### config.mk
export PLATFORM = sky130hd
export DESIGN_NAME = rr_grant_index_flat
export DESIGN_NICKNAME = d
export VERILOG_FILES = /design/src/rtl/rr_grant_index_if.sv /design/src/rtl/rr_grant_index.sv /design/src/flat_wrapper.sv
export SDC_FILE = /design/constraint.sdc
export NUM_CORES = 1
export LEC_CHECK = 0
export CORE_MARGIN = 1
export CORE_UTILIZATION = 60
export DETAILED_ROUTE_END_ITERATION = 8
export GPL_TIMING_DRIVEN = 0
export PLACE_DENSITY_LB_ADDON = 0.05
export SLEW_MARGIN = 15
export SYNTH_ARGS = -nofsm -noshare
export SYNTH_HDL_FRONTEND = slang
export SYNTH_SLANG_ARGS = --single-unit
### constraint.sdc
create_clock -name clk -period 7.6 [get_ports clk]
set_input_delay 1.52 -clock clk [delete_from_list [all_inputs] [get_ports clk]]
set_output_delay 1.52 -clock clk [all_outputs]
set_load 0.02 [all_outputs]
### src/rtl/rr_grant_index_if.sv
// Grant handshake bundle for rr_grant_index: request vector in, registered grant index out.
// Carries stall_cnt only when RR_STALL_CNT_EN is defined.
interface rr_grant_index_if;
  logic [15:0] req;
  logic        gnt_ready;
  logic        gnt_valid;
  logic [3:0]  gnt_idx;
  logic [3:0]  ptr;
`ifdef RR_STALL_CNT_EN
  logic [7:0]  stall_cnt;

  modport master (output req, gnt_ready, input gnt_valid, gnt_idx, ptr, stall_cnt);
  modport slave  (input req, gnt_ready, output gnt_valid, gnt_idx, ptr, stall_cnt);
`else
  modport master (output req, gnt_ready, input gnt_valid, gnt_idx, ptr);
  modport slave  (input req, gnt_ready, output gnt_valid, gnt_idx, ptr);
`endif
endinterface

### src/rtl/rr_grant_index.sv
// 16-requester round-robin arbiter with a registered 4-bit grant index and valid/ready handshake.
// Optional macro RR_STALL_CNT_EN adds a saturating backpressure counter (stall_cnt).
module rr_grant_index #(
  parameter int N_REQ = 16,
  parameter int IDX_W = 4
) (
  input  logic            clk,
  input  logic            rst_n,
  rr_grant_index_if.slave bus
);

  localparam logic [0:0] ST_IDLE  = 1'b0;
  localparam logic [0:0] ST_OFFER = 1'b1;

  logic [0:0]       r_state;
  logic             r_gnt_valid;
  logic [IDX_W-1:0] r_gnt_idx;
  logic [IDX_W-1:0] r_ptr;

  logic [0:0]       w_state_nxt;
  logic             w_valid_nxt;
  logic [IDX_W-1:0] w_idx_nxt;
  logic [IDX_W-1:0] w_ptr_nxt;
  logic             w_any_req;
  logic             w_xfer;
  logic [IDX_W-1:0] w_idx_inc;

  // First set bit of req at or above start, wrapping from the top bit back to bit 0.
  function automatic logic [IDX_W-1:0] f_search(input logic [N_REQ-1:0] req,
                                                input logic [IDX_W-1:0] start);
    logic [IDX_W-1:0] idx;
    logic [IDX_W-1:0] cand;
    logic             found;
    idx   = start;
    found = 1'b0;
    for (int i = 0; i < N_REQ; i++) begin
      cand = start + IDX_W'(i);
      if (!found && req[cand]) begin
        idx   = cand;
        found = 1'b1;
      end
    end
    return idx;
  endfunction

  assign w_any_req = |bus.req;
  assign w_xfer    = r_gnt_valid & bus.gnt_ready;
  assign w_idx_inc = r_gnt_idx + {{(IDX_W-1){1'b0}}, 1'b1};

  // Next-state decode; the offered index is frozen until the downstream accepts it.
  always_comb begin
    w_state_nxt = r_state;
    w_valid_nxt = r_gnt_valid;
    w_idx_nxt   = r_gnt_idx;
    w_ptr_nxt   = r_ptr;
    case (r_state)
      ST_IDLE: begin
        if (w_any_req) begin
          w_idx_nxt   = f_search(bus.req, r_ptr);
          w_valid_nxt = 1'b1;
          w_state_nxt = ST_OFFER;
        end else begin
          w_state_nxt = ST_IDLE;
        end
      end
      ST_OFFER: begin
        if (bus.gnt_ready) begin
          w_ptr_nxt = w_idx_inc;
          if (w_any_req) begin
            w_idx_nxt = f_search(bus.req, w_idx_inc);
          end else begin
            w_valid_nxt = 1'b0;
            w_state_nxt = ST_IDLE;
          end
        end else begin
          w_state_nxt = ST_OFFER;
        end
      end
      default: begin
        w_valid_nxt = 1'b0;
        w_state_nxt = ST_IDLE;
      end
    endcase
  end

  // Arbiter state and output registers.
  always_ff @(posedge clk or negedge rst_n) begin
    if (!rst_n) begin
      r_state     <= ST_IDLE;
      r_gnt_valid <= 1'b0;
      r_gnt_idx   <= {IDX_W{1'b0}};
      r_ptr       <= {IDX_W{1'b0}};
    end else begin
      r_state     <= w_state_nxt;
      r_gnt_valid <= w_valid_nxt;
      r_gnt_idx   <= w_idx_nxt;
      r_ptr       <= w_ptr_nxt;
    end
  end

  assign bus.gnt_valid = r_gnt_valid;
  assign bus.gnt_idx   = r_gnt_idx;
  assign bus.ptr       = r_ptr;

`ifdef RR_STALL_CNT_EN
  logic [7:0] r_stall_cnt;
  logic [7:0] w_stall_nxt;

  // Stall counter: counts offered-but-not-accepted cycles, saturating at 255.
  always_comb begin
    w_stall_nxt = r_stall_cnt;
    if (w_xfer) begin
      w_stall_nxt = 8'd0;
    end else if (r_gnt_valid && (r_stall_cnt != 8'hFF)) begin
      w_stall_nxt = r_stall_cnt + 8'd1;
    end else begin
      w_stall_nxt = r_stall_cnt;
    end
  end

  // Stall counter register.
  always_ff @(posedge clk or negedge rst_n) begin
    if (!rst_n) begin
      r_stall_cnt <= 8'd0;
    end else begin
      r_stall_cnt <= w_stall_nxt;
    end
  end

  assign bus.stall_cnt = r_stall_cnt;
`endif

endmodule
### src/flat_wrapper.sv
// flat-port wrapper written by rule: the top's interface ports become plain ports
module rr_grant_index_flat 
#(
  parameter int N_REQ = 16,
  parameter int IDX_W = 4
)
  (clk, rst_n, bus_req, bus_gnt_ready, bus_gnt_valid, bus_gnt_idx, bus_ptr);
  rr_grant_index_if bus_i ();
  input  logic clk;
  input  logic rst_n;
  input wire logic [$bits(bus_i.req)-1:0] bus_req;
  input wire logic [$bits(bus_i.gnt_ready)-1:0] bus_gnt_ready;
  output wire logic [$bits(bus_i.gnt_valid)-1:0] bus_gnt_valid;
  output wire logic [$bits(bus_i.gnt_idx)-1:0] bus_gnt_idx;
  output wire logic [$bits(bus_i.ptr)-1:0] bus_ptr;
  assign bus_i.req = bus_req;
  assign bus_i.gnt_ready = bus_gnt_ready;
  assign bus_gnt_valid = bus_i.gnt_valid;
  assign bus_gnt_idx = bus_i.gnt_idx;
  assign bus_ptr = bus_i.ptr;
  rr_grant_index #(.N_REQ(N_REQ), .IDX_W(IDX_W)) u_core (.clk(clk), .rst_n(rst_n), .bus(bus_i));
endmodule
Yosys cells after proc, flatten, opt, wreduce, memory -nomap -nowiden. Cells that the tools add are included.

Reductions and logical operators: 64. Add/subtract/negate cells: 31. Order comparisons: 32. Bitwise gates (word level): 1. Equal/unequal tests: 4. Multiplexer cells: 210.

Operators by type and width (number): less-than comparator 4 x 5 -> 1 bit, second input constant (32); two-way mux 1 bit (142); two-way mux 4 bit (33); binary-select mux 1 bit (select 4 bit) (32); adder 4 bit, second input constant (16); adder 4 x 3 -> 4 bit, second input constant (8); logical AND 1 bit (30); logical NOT 1 bit (30); adder 4 x 2 -> 4 bit, second input constant (4); OR reduction 16 bit (1); adder 4 x 1 -> 4 bit, second input constant (3); one-hot mux 4 bit (2 select lines) (1); inequality test 2 bit, second input constant (3); AND reduction 3 bit (2); one-hot mux 1 bit (2 select lines) (2); inequality test 2 x 1 -> 1 bit, second input constant (1); AND reduction 2 bit (1); NOT 1 bit (1).

Input port bits: 19. Register bits: 10. Word-level logic and storage cells: 346. Output and inout bits: 9.

Depth between registers and ports, before layout.
Depth after elaboration: 97. Gate-level depth with buffers: 20. Gate-level depth less buffers: 13.

Least setup slack after synthesis. OpenSTA, ideal clock, no wires.

Kind: flip-flop to flip-flop. From: register u_core.r_ptr[1] (netlist: u_core.bus.ptr[1]). To: register u_core.r_gnt_idx[0] (netlist: u_core.bus.gnt_idx[0]). Stages on the path, launching flop included: 18. Path slack: 2.298 ns. Data required time: 7.469 ns. Setup time: 0.131 ns. Data arrival time: 5.170 ns. Cells stage by stage: dfrtp_1 clkbuf_1 clkinv_1 clkbuf_1 ha_1 buf_1 mux4_2 mux2_2 mux2i_1 and3_1 nand3_1 or4b_4 buf_6 or2_4 o31ai_2 nor3_2 mux2i_1 o211ai_1.

Word-level cells in the longest chain between the ends: 80. Elaborated cells on any way between the ends: 139. Those cells by class: add/sub: 15; mux: 94; reduce/logical: 30.

RTL lines: from (decl) (RTL line rr_grant_index.sv:18) `logic [IDX_W-1:0] r_ptr;`; from (signal assigned) (RTL line rr_grant_index.sv:92) `r_ptr <= {IDX_W{1'b0}};`; from (signal assigned) (RTL line rr_grant_index.sv:97) `r_ptr <= w_ptr_nxt;`; branches (longest 77 deep; another with adder 4 x 1 -> 4 bit); two-way mux 4 bit * (RTL line rr_grant_index.sv:38) `if (!found && req[cand]) begin`; two-way mux 4 bit * (RTL line rr_grant_index.sv:58) `if (w_any_req) begin`; one-hot mux 4 bit (2 select lines) * (RTL line rr_grant_index.sv:56) `case (r_state)`; to (signal assigned) (RTL line rr_grant_index.sv:91) `r_gnt_idx <= {IDX_W{1'b0}};`; to (signal assigned) (RTL line rr_grant_index.sv:96) `r_gnt_idx <= w_idx_nxt;`; to (decl) (RTL line rr_grant_index.sv:17) `logic [IDX_W-1:0] r_gnt_idx;`.

Mark *: on every way between the ends. The select of a mux whose other input is x is not followed. A chain may end at the register's enable or synchronous reset.

Worst setup path in the final report.
From: register u_core.r_ptr[1] (netlist: u_core.bus.ptr[1]). To: register u_core.r_gnt_idx[1] (netlist: u_core.bus.gnt_idx[1]).

The elaborated chain is that of the path after synthesis.

==> metrics.yaml <==
status:
  outcome: "complete, no violations"
critical_path:
  crit-reg2reg-capture: "u_core.bus.gnt_idx[1]$_DFFE_PN0P_"
  critPathKind: "flip-flop to flip-flop"
  worstReg2RegStart: "u_core.bus.ptr[1]$_DFFE_PN0P_"
  r2r_cells: 17
  rrSetupSlack_ns: 0.87
  arrival_ns: 6.86
  cp-start-kind: "flip-flop"
  worstSetupEndpointType: "flip-flop"
  crit_required_ns: 7.73
  cp_max_fo: 13
logic_synthesis:
  yosysWarnings: 0
  yosysTopAreaCellShare: 0.187
  ys_async_sr_fraction: 1.00
  synth_common_cells: "nand2_1 (64), mux4_2 (42), a21oi_1 (39)"
  synth_area_leaders: "mux4_2 (19%), mux2i_1 (5.8%), dfrtp_1 (5.0%)"
  syn_area_um2: 5050
  synth_fa_ha_area_frac: 0.0273
  synth_mux_area_frac: 0.318
  synth_nets: 661
  syn_area_per_cell_um2: 8.00
  synth_most_common_cell: "nand2_1"
  synth_seq_cells: 10
  yosys_most_used_dff: "dfrtp_1"
  yosysSeqAreaShare: 0.0496
  synth_compound_area_frac: 0.265
  synth-simple-area-share: 0.238
  synthXorXnorAreaFrac: 0.0377
  synth_top_family_by_area: "multiplexers"
  yosys.area.top_type: "mux4_2"
  synth.distinct_cells: 77
  synth_cells: 631
  synth_edf_count: 0
placed_design:
  routabilityCongestion: 0.992
  dp_hpwl_um: 14300
  io_buffers: 27
sta:
  hold_violations: 0
  drv_slew: 0
  tns_ns: 0
  finalCritPeriodShare: 0.886
  setup_violations: 0
  worst_pin_slew_ns: 1.03
  rsz0062_at_grt: "false"
  timing.slew.headroom: 0.310
  min_period_ns: 6.73
  max_freq_mhz: 149
  fin_skew_ns: 0.00283
worst_hold_path:
  whs_path_depth: 1
  hp-start: "u_core.bus.gnt_valid$_DFFE_PN0P_"
  hp-class: "flip-flop to flip-flop"
  hold_end: "u_core.bus.gnt_valid$_DFFE_PN0P_"
clock_tree:
  cts-root-buf: "clkbuf_8"
  clock-sinks: 10
  clkTransAtPathRegs_ns: 0.05
  cts_hold_buf: 0
  cts_buffers: 3
  insertion_delay_ns: 0.25
  htreeDepth: 1
  post_cts_resize_count: 0
  cts_max_path_buffers: 2
  cts_setup_buffers: 0
  cts_tree: "done"
route:
  drc: 0
  drt_iter0_markers: 756
  detail_route.wl_per_cell_um: 24.1
  drt_wl_total_um: 18500
  vias: 5925
  via_per_inst: 7.73
  antenna_left: 0
  drtPass1Iterations: 7
floorplan:
  ioPinCount: 28
  die_area_um2: 8780
  coreArea_um2: 8180
  rows: 33
  start_util: 0.617
  die_h_um: 93.7
  fp.dieW_um: 93.7
global_routing:
  grt_use_met1: 0.622
  grt_max_degree: 14
  antenna_found_initial: 0
  track_usage: 0.422
  overflow: 0
  grt_pass1_vias: 5278
  use_met2: 0.624
  top_usage_layer: "met2"
  gr-usage-met3: 0.0914
  grt_pass1_wl_um: 28100
cells_and_area:
  diodes: 0
  post_route_cells_drive_above_1_share: 0.138
  layout.nets: 693
  num-fill-cells: 683
  area_delta_synth_final_pct: 8.78
flow_run:
  maxCapViolations: 0
[flip-flops by register name, summed over array words and instances (netlist names)]
signal / cells
u_core.bus.gnt_idx: 4
u_core.bus.gnt_valid: 1
u_core.bus.ptr: 4
u_core.r_state: 1
[cells in the final DEF (no fill, tap or decap), types with 11 or more instances in the layout]
cell | Yosys | layout
clkdlybuf4s50_1 | 0 | 27
nor3_1 | 14 | 14
mux4_2 | 42 | 42
inv_1 | 21 | 21
mux2_2 | 14 | 14
mux2i_1 | 29 | 29
a31oi_1 | 18 | 18
nor2_1 | 38 | 38
nand3_1 | 17 | 17
a21oi_1 | 39 | 39
nand2_1 | 64 | 64
and2_1 | 12 | 12
ha_1 | 11 | 11
nor4_1 | 15 | 15
o21ai_0 | 34 | 34
xnor2_1 | 12 | 12
clkbuf_1 | 34 | 34
[metal layers]
metal  vias to the layer above  wire length (µm)  part of all wire
met3                        81              2860              0.15
met4                         0               606             0.033
met1                      2749              7210              0.39
met5                         -                 0                 0
li1                       2563                 -                 -
met2                       532              7780              0.42
[through the flow]
stage	area (µm²)	hold slack [ns]	util	setup slack (ns)	instances
final	5490	0.513	0.671	0.869	766
after global routing	5490	0.543	0.671	0.595	766
after CTS	5490	0.524	0.671	1.06	766
after detailed placement	5450	0.513	0.666	1.10	763
after global placement	5450	0.482	0.666	1.24	763
after floorplan	5050	0.611	-	2.30	631
[cell type report]
| cell class | instances | area (µm²) | share of cell area |
|---|---|---|---|
| Tap cell | 105 | 131 | 0.0239 |
| Clock buffer | 3 | 41.3 | 0.00752 |
| Buffer | 53 | 235 | 0.0429 |
| Timing Repair Buffer | 27 | 270 | 0.0492 |
| Sequential cell | 10 | 250 | 0.0456 |
| Multi-Input combinational cell | 544 | 4470 | 0.814 |
| Inverter | 24 | 90.1 | 0.0164 |
[how the worst max path moves through the flow]
stage,startpoint,end,slack (ns),cells past startpoint
final,u_core.bus.ptr[1]$_DFFE_PN0P_,u_core.bus.gnt_idx[1]$_DFFE_PN0P_,0.87,17
after global routing,u_core.bus.ptr[1]$_DFFE_PN0P_,u_core.bus.gnt_idx[1]$_DFFE_PN0P_,0.60,17
after CTS,u_core.bus.ptr[1]$_DFFE_PN0P_,u_core.bus.gnt_idx[0]$_DFFE_PN0P_,1.06,17
after detailed placement,u_core.bus.ptr[1]$_DFFE_PN0P_,u_core.bus.gnt_idx[0]$_DFFE_PN0P_,1.10,17
after global placement,u_core.bus.ptr[1]$_DFFE_PN0P_,u_core.bus.gnt_idx[1]$_DFFE_PN0P_,1.24,17
after floorplan,u_core.bus.ptr[1]$_DFFE_PN0P_,u_core.bus.gnt_idx[0]$_DFFE_PN0P_,2.30,17
[worst max-delay path, stage by stage, from the launching register on]
cell and delay, ns:
dfrtp_1 0.49, clkbuf_1 0.46, clkinv_1 0.40, clkbuf_1 0.42, ha_1 0.53, buf_1 0.59, mux4_2 0.64, mux2_2 0.33
mux2i_1 0.59, and3_1 0.33, nand3_1 0.28, or4b_4 0.63, buf_6 0.14, or2_4 0.26, o31ai_2 0.11, a21oi_1 0.13
a22oi_1 0.17, o21ai_1 0.09
[logic make-up after synthesis]
kind of cell,after synthesis
buf+inv,77
mux,93
compound gates,196
xor+xnor,18
fa+ha+maj,11
simple gates,226
flops,10
Power is left out: the tool's default activity adds up to more than one toggle a clock period on the data nets, which glitch-free logic cannot reach.
